--- config.mk ---
export PLATFORM = sky130hd
export DESIGN_NAME = fetch_unit
export DESIGN_NICKNAME = d
export VERILOG_FILES = /design/src/rtl/fetch_unit.sv
export SDC_FILE = /design/constraint.sdc
export NUM_CORES = 1
export LEC_CHECK = 0
export ABC_AREA = 1
export ABC_CLOCK_PERIOD_IN_PS = 3800
export BUFFER_PORTS_ARGS = -buffer_cell sky130_fd_sc_hd__buf_2
export CORE_MARGIN = 2
export CORE_UTILIZATION = 50
export CTS_CLUSTER_SIZE = 28
export DETAILED_ROUTE_END_ITERATION = 12
export HOLD_SLACK_MARGIN = 0.02
export PLACE_DENSITY = 0.7
export SYNTH_ARGS = -nofsm -noshare
export SYNTH_HDL_FRONTEND = slang
export SYNTH_SLANG_ARGS = --single-unit
--- constraint.sdc ---
create_clock -name CLK -period 3.8 [get_ports CLK]
set_clock_uncertainty 0.1 [all_clocks]
set_input_delay 0.76 -clock CLK [delete_from_list [all_inputs] [get_ports CLK]]
set_output_delay 0.76 -clock CLK [all_outputs]
set_load 0.02 [all_outputs]
--- src/rtl/fetch_unit.sv ---
// Instruction fetch/sequencing unit: fetches one word per instruction, issues it,
// waits for the datapath, then computes the next PC (jumps, BSR/RET via a 4-deep return stack).
module fetch_unit (
    input  logic        CLK,
    input  logic        RESET_N,
    input  logic        RUN,
    output logic        IMEM_REQ,
    output logic [10:0] IMEM_ADDR,
    input  logic        IMEM_ACK,
    input  logic [17:0] IMEM_DATA,
    output logic [7:0]  OPCODE,
    output logic [4:0]  Ri,
    output logic [4:0]  Rj,
    output logic        INSTR_VALID,
    input  logic        EXEC_DONE,
    input  logic        ZERO,
    input  logic        W15,
    input  logic        CY,
    output logic [10:0] PC,
    output logic        STACK_ERR
);

    typedef enum logic [1:0] {IDLE, FETCH, ISSUE, EXEC} state_t;

    state_t            state_q, state_d;
    logic [10:0]       pc_q, pc_d;
    logic [17:0]       ir_q, ir_d;
    logic              req_q, req_d;
    logic              vld_q, vld_d;
    logic              err_q, err_d;
    logic [2:0]        cnt_q, cnt_d;
    logic [3:0][10:0]  stk_q, stk_d;

    logic [7:0]  op;
    logic [10:0] pc_inc, pc_abs, pc_rel;
    logic [1:0]  push_idx, pop_idx;

    always_comb begin
        op       = ir_q[17:10];
        pc_inc   = pc_q + 11'd1;
        pc_abs   = {op[2:0], ir_q[7:0]};
        pc_rel   = pc_q + {{3{ir_q[7]}}, ir_q[7:0]};
        // A push onto a full stack lands on the top entry (index 3).
        push_idx = cnt_q[2] ? 2'd3 : cnt_q[1:0];
        pop_idx  = cnt_q[1:0] - 2'd1;
    end

    always_comb begin
        state_d = state_q;
        pc_d    = pc_q;
        ir_d    = ir_q;
        req_d   = req_q;
        vld_d   = 1'b0;
        err_d   = err_q;
        cnt_d   = cnt_q;
        stk_d   = stk_q;
        case (state_q)
            IDLE: begin
                if (RUN) begin
                    state_d = FETCH;
                    req_d   = 1'b1;
                end
            end
            FETCH: begin
                if (IMEM_ACK) begin
                    ir_d    = IMEM_DATA;
                    req_d   = 1'b0;
                    vld_d   = 1'b1;
                    state_d = ISSUE;
                end
            end
            ISSUE: state_d = EXEC;
            EXEC: begin
                if (EXEC_DONE) begin
                    state_d = RUN ? FETCH : IDLE;
                    req_d   = RUN;
                    pc_d    = pc_inc;
                    if (op[7:3] == 5'b00100) begin
                        pc_d = pc_abs;
                    end else if (op[7:3] == 5'b00101) begin
                        if (ZERO) pc_d = pc_abs;
                    end else if (op[7:3] == 5'b00110) begin
                        if (!W15) pc_d = pc_abs;
                    end else if (op[7:3] == 5'b00111) begin
                        if (CY) pc_d = pc_abs;
                    end else if (op[7:2] == 6'b000111) begin
                        stk_d[push_idx] = pc_q;
                        pc_d            = pc_rel;
                        if (cnt_q == 3'd4) err_d = 1'b1;
                        else               cnt_d = cnt_q + 3'd1;
                    end else if (op == 8'h41) begin
                        // Empty-stack RET falls through as a NOP (pc_inc).
                        if (cnt_q == 3'd0) begin
                            err_d = 1'b1;
                        end else begin
                            cnt_d = cnt_q - 3'd1;
                            pc_d  = stk_q[pop_idx] + 11'd1;
                        end
                    end
                end
            end
            default: state_d = IDLE;
        endcase
    end

    always_ff @(posedge CLK) begin
        if (!RESET_N) begin
            state_q <= IDLE;
            pc_q    <= '0;
            ir_q    <= '0;
            req_q   <= 1'b0;
            vld_q   <= 1'b0;
            err_q   <= 1'b0;
            cnt_q   <= '0;
            stk_q   <= '0;
        end else begin
            state_q <= state_d;
            pc_q    <= pc_d;
            ir_q    <= ir_d;
            req_q   <= req_d;
            vld_q   <= vld_d;
            err_q   <= err_d;
            cnt_q   <= cnt_d;
            stk_q   <= stk_d;
        end
    end

    assign IMEM_REQ    = req_q;
    assign IMEM_ADDR   = pc_q;
    assign PC          = pc_q;
    assign OPCODE      = ir_q[17:10];
    assign Ri          = ir_q[9:5];
    assign Rj          = ir_q[4:0];
    assign INSTR_VALID = vld_q;
    assign STACK_ERR   = err_q;

endmodule

==> impl_results.md <==
* Routed WL at 17000 um
* Height of the die at roughly 110 um
* # nets final at 938
* Clk pwr share at between 30% and 40%
* Post-CTS sizing at 0
* # Post-CTS Setup Buffers at 0
* Worst Path Required at about 4 ns
* Mapped Nets at 907
* CTS Root Cell: clkbuf_8
* Combinational power share at 24.2%
* Drt drc at 0
* P&R area growth vs syn at 7.89%
* Commonest cells after routing, fill and taps aside: 188 x nand2_1, 120 x a21oi_1, 98 x o21ai_0
* CP startpoint: cnt_q[0]$_SDFFE_PN0P_
* CP dominant cell by count: nand2_1
* Most common cell after layout, fill and taps aside: nand2_1
* Pin count of the biggest net entering global routing at 34
* Leak pwr at approximately 2.5 nW
* Slew Viols, Final at 0
* Cell-internal power at 1.40 mW
* Reg2reg start: cnt_q[0]$_SDFFE_PN0P_
* FMAX at 0.312 GHz
* Met2 wire length at 7380 um
* Reg power frac at 45.8%
* Critical path class: flip-flop to flip-flop
* IO Port Bufs at slightly below 70
* DP HPWL at 12200 um
* Final Hold Fails at 0
* Antenna cell count at 0
* Slowest cell on the critical path: ha_1
* Detail Route Antenna Nets at 0
* Reg area at 0.00162 sq mm
* FF-to-FF End: IMEM_ADDR[8]$_SDFFE_PN0P_
* H-Tree Depth at 3
* Mean area per synthesized cell at 6.43 sq um
* Row count at 38
* P_sw at roughly 800 uW
* Total core area at 0.0108 sq mm
* DP Cell Count at approximately 1000
* RSZ-0062 raised after global routing: no
* CTS tree: built
* # fillers at 1163
* Die W at between 100 and 150 um
* Starting DRC count in detailed routing at 544
* GRT overflow at 0
* Multi-input gate area at 0.00321 sq mm
* Final setup vio count at 0
* Top sig layer: met4
* Final Cell Area at between 0.005 and 0.006 sq mm
* CTS clk-pin slew, worst paths at approximately 0.09 ns
* Vias at 5779
* Full die area at ~0.012 sq mm
* Final std cells w/o fill at 1037
* Setup TNS at 0 ns
* First-pass GRT wire length at 26700 um
* PD cells at 369 mW/mm^2
* Mapped Cells at 861
* GRT Util Overall at 29.2%
* Register bit total from synthesis at 81
* Final estimated routing congestion in global placement at 0.963
* I/O pin count at 69
* Synth unique cells at 40
* DR vias/cell at 5.57
* Max incr delay on CP at slightly below 0.6 ns
* Worst Setup End Kind: flip-flop
* R2R Setup Slk at 0.60 ns
* Worst setup SP type: flip-flop
* Outcome: complete, no violations
* Maximum VDD drop at 0.000404 V
* Initial antenna violation count at 0
* Total CTS buffers at 9
* CTS Hold Buffers Added at 0
* Maxcap violations at 0
* Crit-path max FO at 20
* Power Total at 2.20 mW
* Clock latency on the worst-skew pair at 0.38 ns
* Ys Warns at 0
* Share of cells above drive strength 1 at a little over an eighth
* Tmin final at 3.20 ns
* WP data arrival at ~3.4 ns
* DP Area at 0.00578 sq mm
* WL met1 at about 7700 um
* Slew @ Worst Pin at 0.921 ns
* Reg2reg path depth at 18
* Clock buffer depth at 2
* Initial Util at 51.1%
* Post-route clock period utilization at 84.3%
* Met3 routed WL at approximately 1600 um
* Sw Share at 36.4%
* Clock Sinks at 81
* Post-Synthesis Cell Area at 0.00554 sq mm
* DRT Pass-1 Iters at 5
* Hold WC Path Type: flip-flop to flip-flop
* Worst slew margin at 38.4%
* Drt wl/cell at 16.4 um
* Critical path, cell by cell: inv_2, ha_1, inv_2, nor2_1, nand2_1, nand2_2, ha_1, inv_1, nor2_1, nand4_1, a21oi_1, o21ai_1, o211ai_1, nand3_1, nand2_1, nand2_1, nand2_1, a21oi_1
* Post-layout util at a little under three fifths
* Sequential fraction of the synthesis area at between 20 and 30%
* CP endpoint: IMEM_ADDR[8]$_SDFFE_PN0P_
* Vias in the first global route at 5031
cell families (layout without fill, tap and decap cells):
family                   after synthesis  after routing  share of synthesized area, %
buffers and inverters                154            190                          12.7
flip-flops                            81             81                          29.3
XOR/XNOR                              11             11                          1.74
adder cells (fa/ha/maj)               20             20                          4.79
AO/OA/AOI/OAI                        265            265                          25.4
AND/OR/NAND/NOR                      330            330                          26.1
per-layer routing:
metal	vias to the layer above	GRT usage, %
met5	-	0
met4	0	8.32
met3	32	5.56
met2	250	44.0
met1	2593	42.4
li1	2904	-
registers in the layout, summed over array words and instances (netlist names):
register,count
IMEM_ADDR,11
IMEM_REQ,1
INSTR_VALID,1
STACK_ERR,1
cnt_q,3
ir_q,18
state_q,2
stk_q,44
power groups by stage:
stage	sequential [mW]	clock, mW	combinational, mW
after floorplan	1.06	0	0.324
after global placement	1.02	0	0.524
after detailed placement	1.02	0	0.531
after CTS	1.01	0.668	0.531
after global routing	1.02	0.703	0.601
final	1.01	0.660	0.533
layout make-up:
class,count,share of cell area [%]
clock buffers,12,2.43
clock inverters,4,0.880
inverters,99,6.22
multi-input cells,626,53.8
flip-flops and latches,81,27.1
well taps,140,2.93
repair buffers,75,6.58
worst min-delay path by stage:
stage	endpoint	slack, ns	from	depth (start not counted)
after global routing	stk_q[24]$_SDFFE_PN0P_	0.37	stk_q[24]$_SDFFE_PN0P_	2
after floorplan	stk_q[32]$_SDFFE_PN0P_	0.32	stk_q[32]$_SDFFE_PN0P_	2
after detailed placement	stk_q[28]$_SDFFE_PN0P_	0.34	stk_q[28]$_SDFFE_PN0P_	2
after CTS	stk_q[28]$_SDFFE_PN0P_	0.35	stk_q[28]$_SDFFE_PN0P_	2
final	stk_q[31]$_SDFFE_PN0P_	0.35	stk_q[31]$_SDFFE_PN0P_	2
after global placement	stk_q[4]$_SDFFE_PN0P_	0.33	stk_q[4]$_SDFFE_PN0P_	2
cells in the mapped netlist:
| master | number | area, sq um |
|---|---|---|
| nor2_2 | 6 | 37.5 |
| o211ai_1 | 13 | 97.6 |
| inv_1 | 91 | 342 |
| nand4_1 | 3 | 18.8 |
| nand3_2 | 3 | 30.0 |
| clkbuf_1 | 19 | 71.3 |
| clkbuf_2 | 1 | 5.00 |
| fa_1 | 2 | 40.0 |
| a31oi_1 | 4 | 25.0 |
| o22ai_1 | 2 | 12.5 |
| a21o_1 | 1 | 7.51 |
| a221oi_1 | 2 | 17.5 |
| o31ai_1 | 1 | 7.51 |
| nand2_2 | 6 | 37.5 |
| a21oi_1 | 120 | 601 |
| o2111ai_1 | 2 | 17.5 |
| buf_2 | 13 | 65.1 |
| nor4_1 | 1 | 6.26 |
| buf_6 | 5 | 56.3 |
| xor2_1 | 9 | 78.8 |
| o21ai_0 | 98 | 490 |
| nor4_4 | 2 | 42.5 |
| o21bai_1 | 4 | 30.0 |
| nand3b_1 | 2 | 15.0 |
| clkinv_1 | 3 | 11.3 |
| ha_1 | 18 | 225 |
| inv_2 | 5 | 18.8 |
| buf_4 | 15 | 113 |
| nor2_1 | 51 | 191 |
| and3_1 | 1 | 6.26 |
| xnor2_1 | 2 | 17.5 |
| nand3_1 | 61 | 305 |
| a21oi_2 | 3 | 26.3 |
| nor2_4 | 3 | 33.8 |
| o21ai_1 | 15 | 75.1 |
| nand2_1 | 188 | 706 |
| buf_1 | 1 | 3.75 |
| buf_8 | 1 | 15.0 |
| nor3_1 | 3 | 15.0 |
| dfxtp_1 | 81 | 1620 |
metrics by stage:
step | setup WS [ns] | hold WS (ns)
after CTS | 0.642 | 0.353
final | 0.598 | 0.355
after detailed placement | 0.665 | 0.341
after global placement | 0.824 | 0.335
after floorplan | 1.24 | 0.321
after global routing | 0.191 | 0.368
critical path, delay by kind of cell, from the launching register on:
kind            cells  cell delay, ns
compound gates      4            0.35
fa+ha+maj           2            0.84
buf+inv             3            0.43
flops               1            0.36
simple gates        9            0.99
No activity file was read; power rests on OpenSTA's default activity.
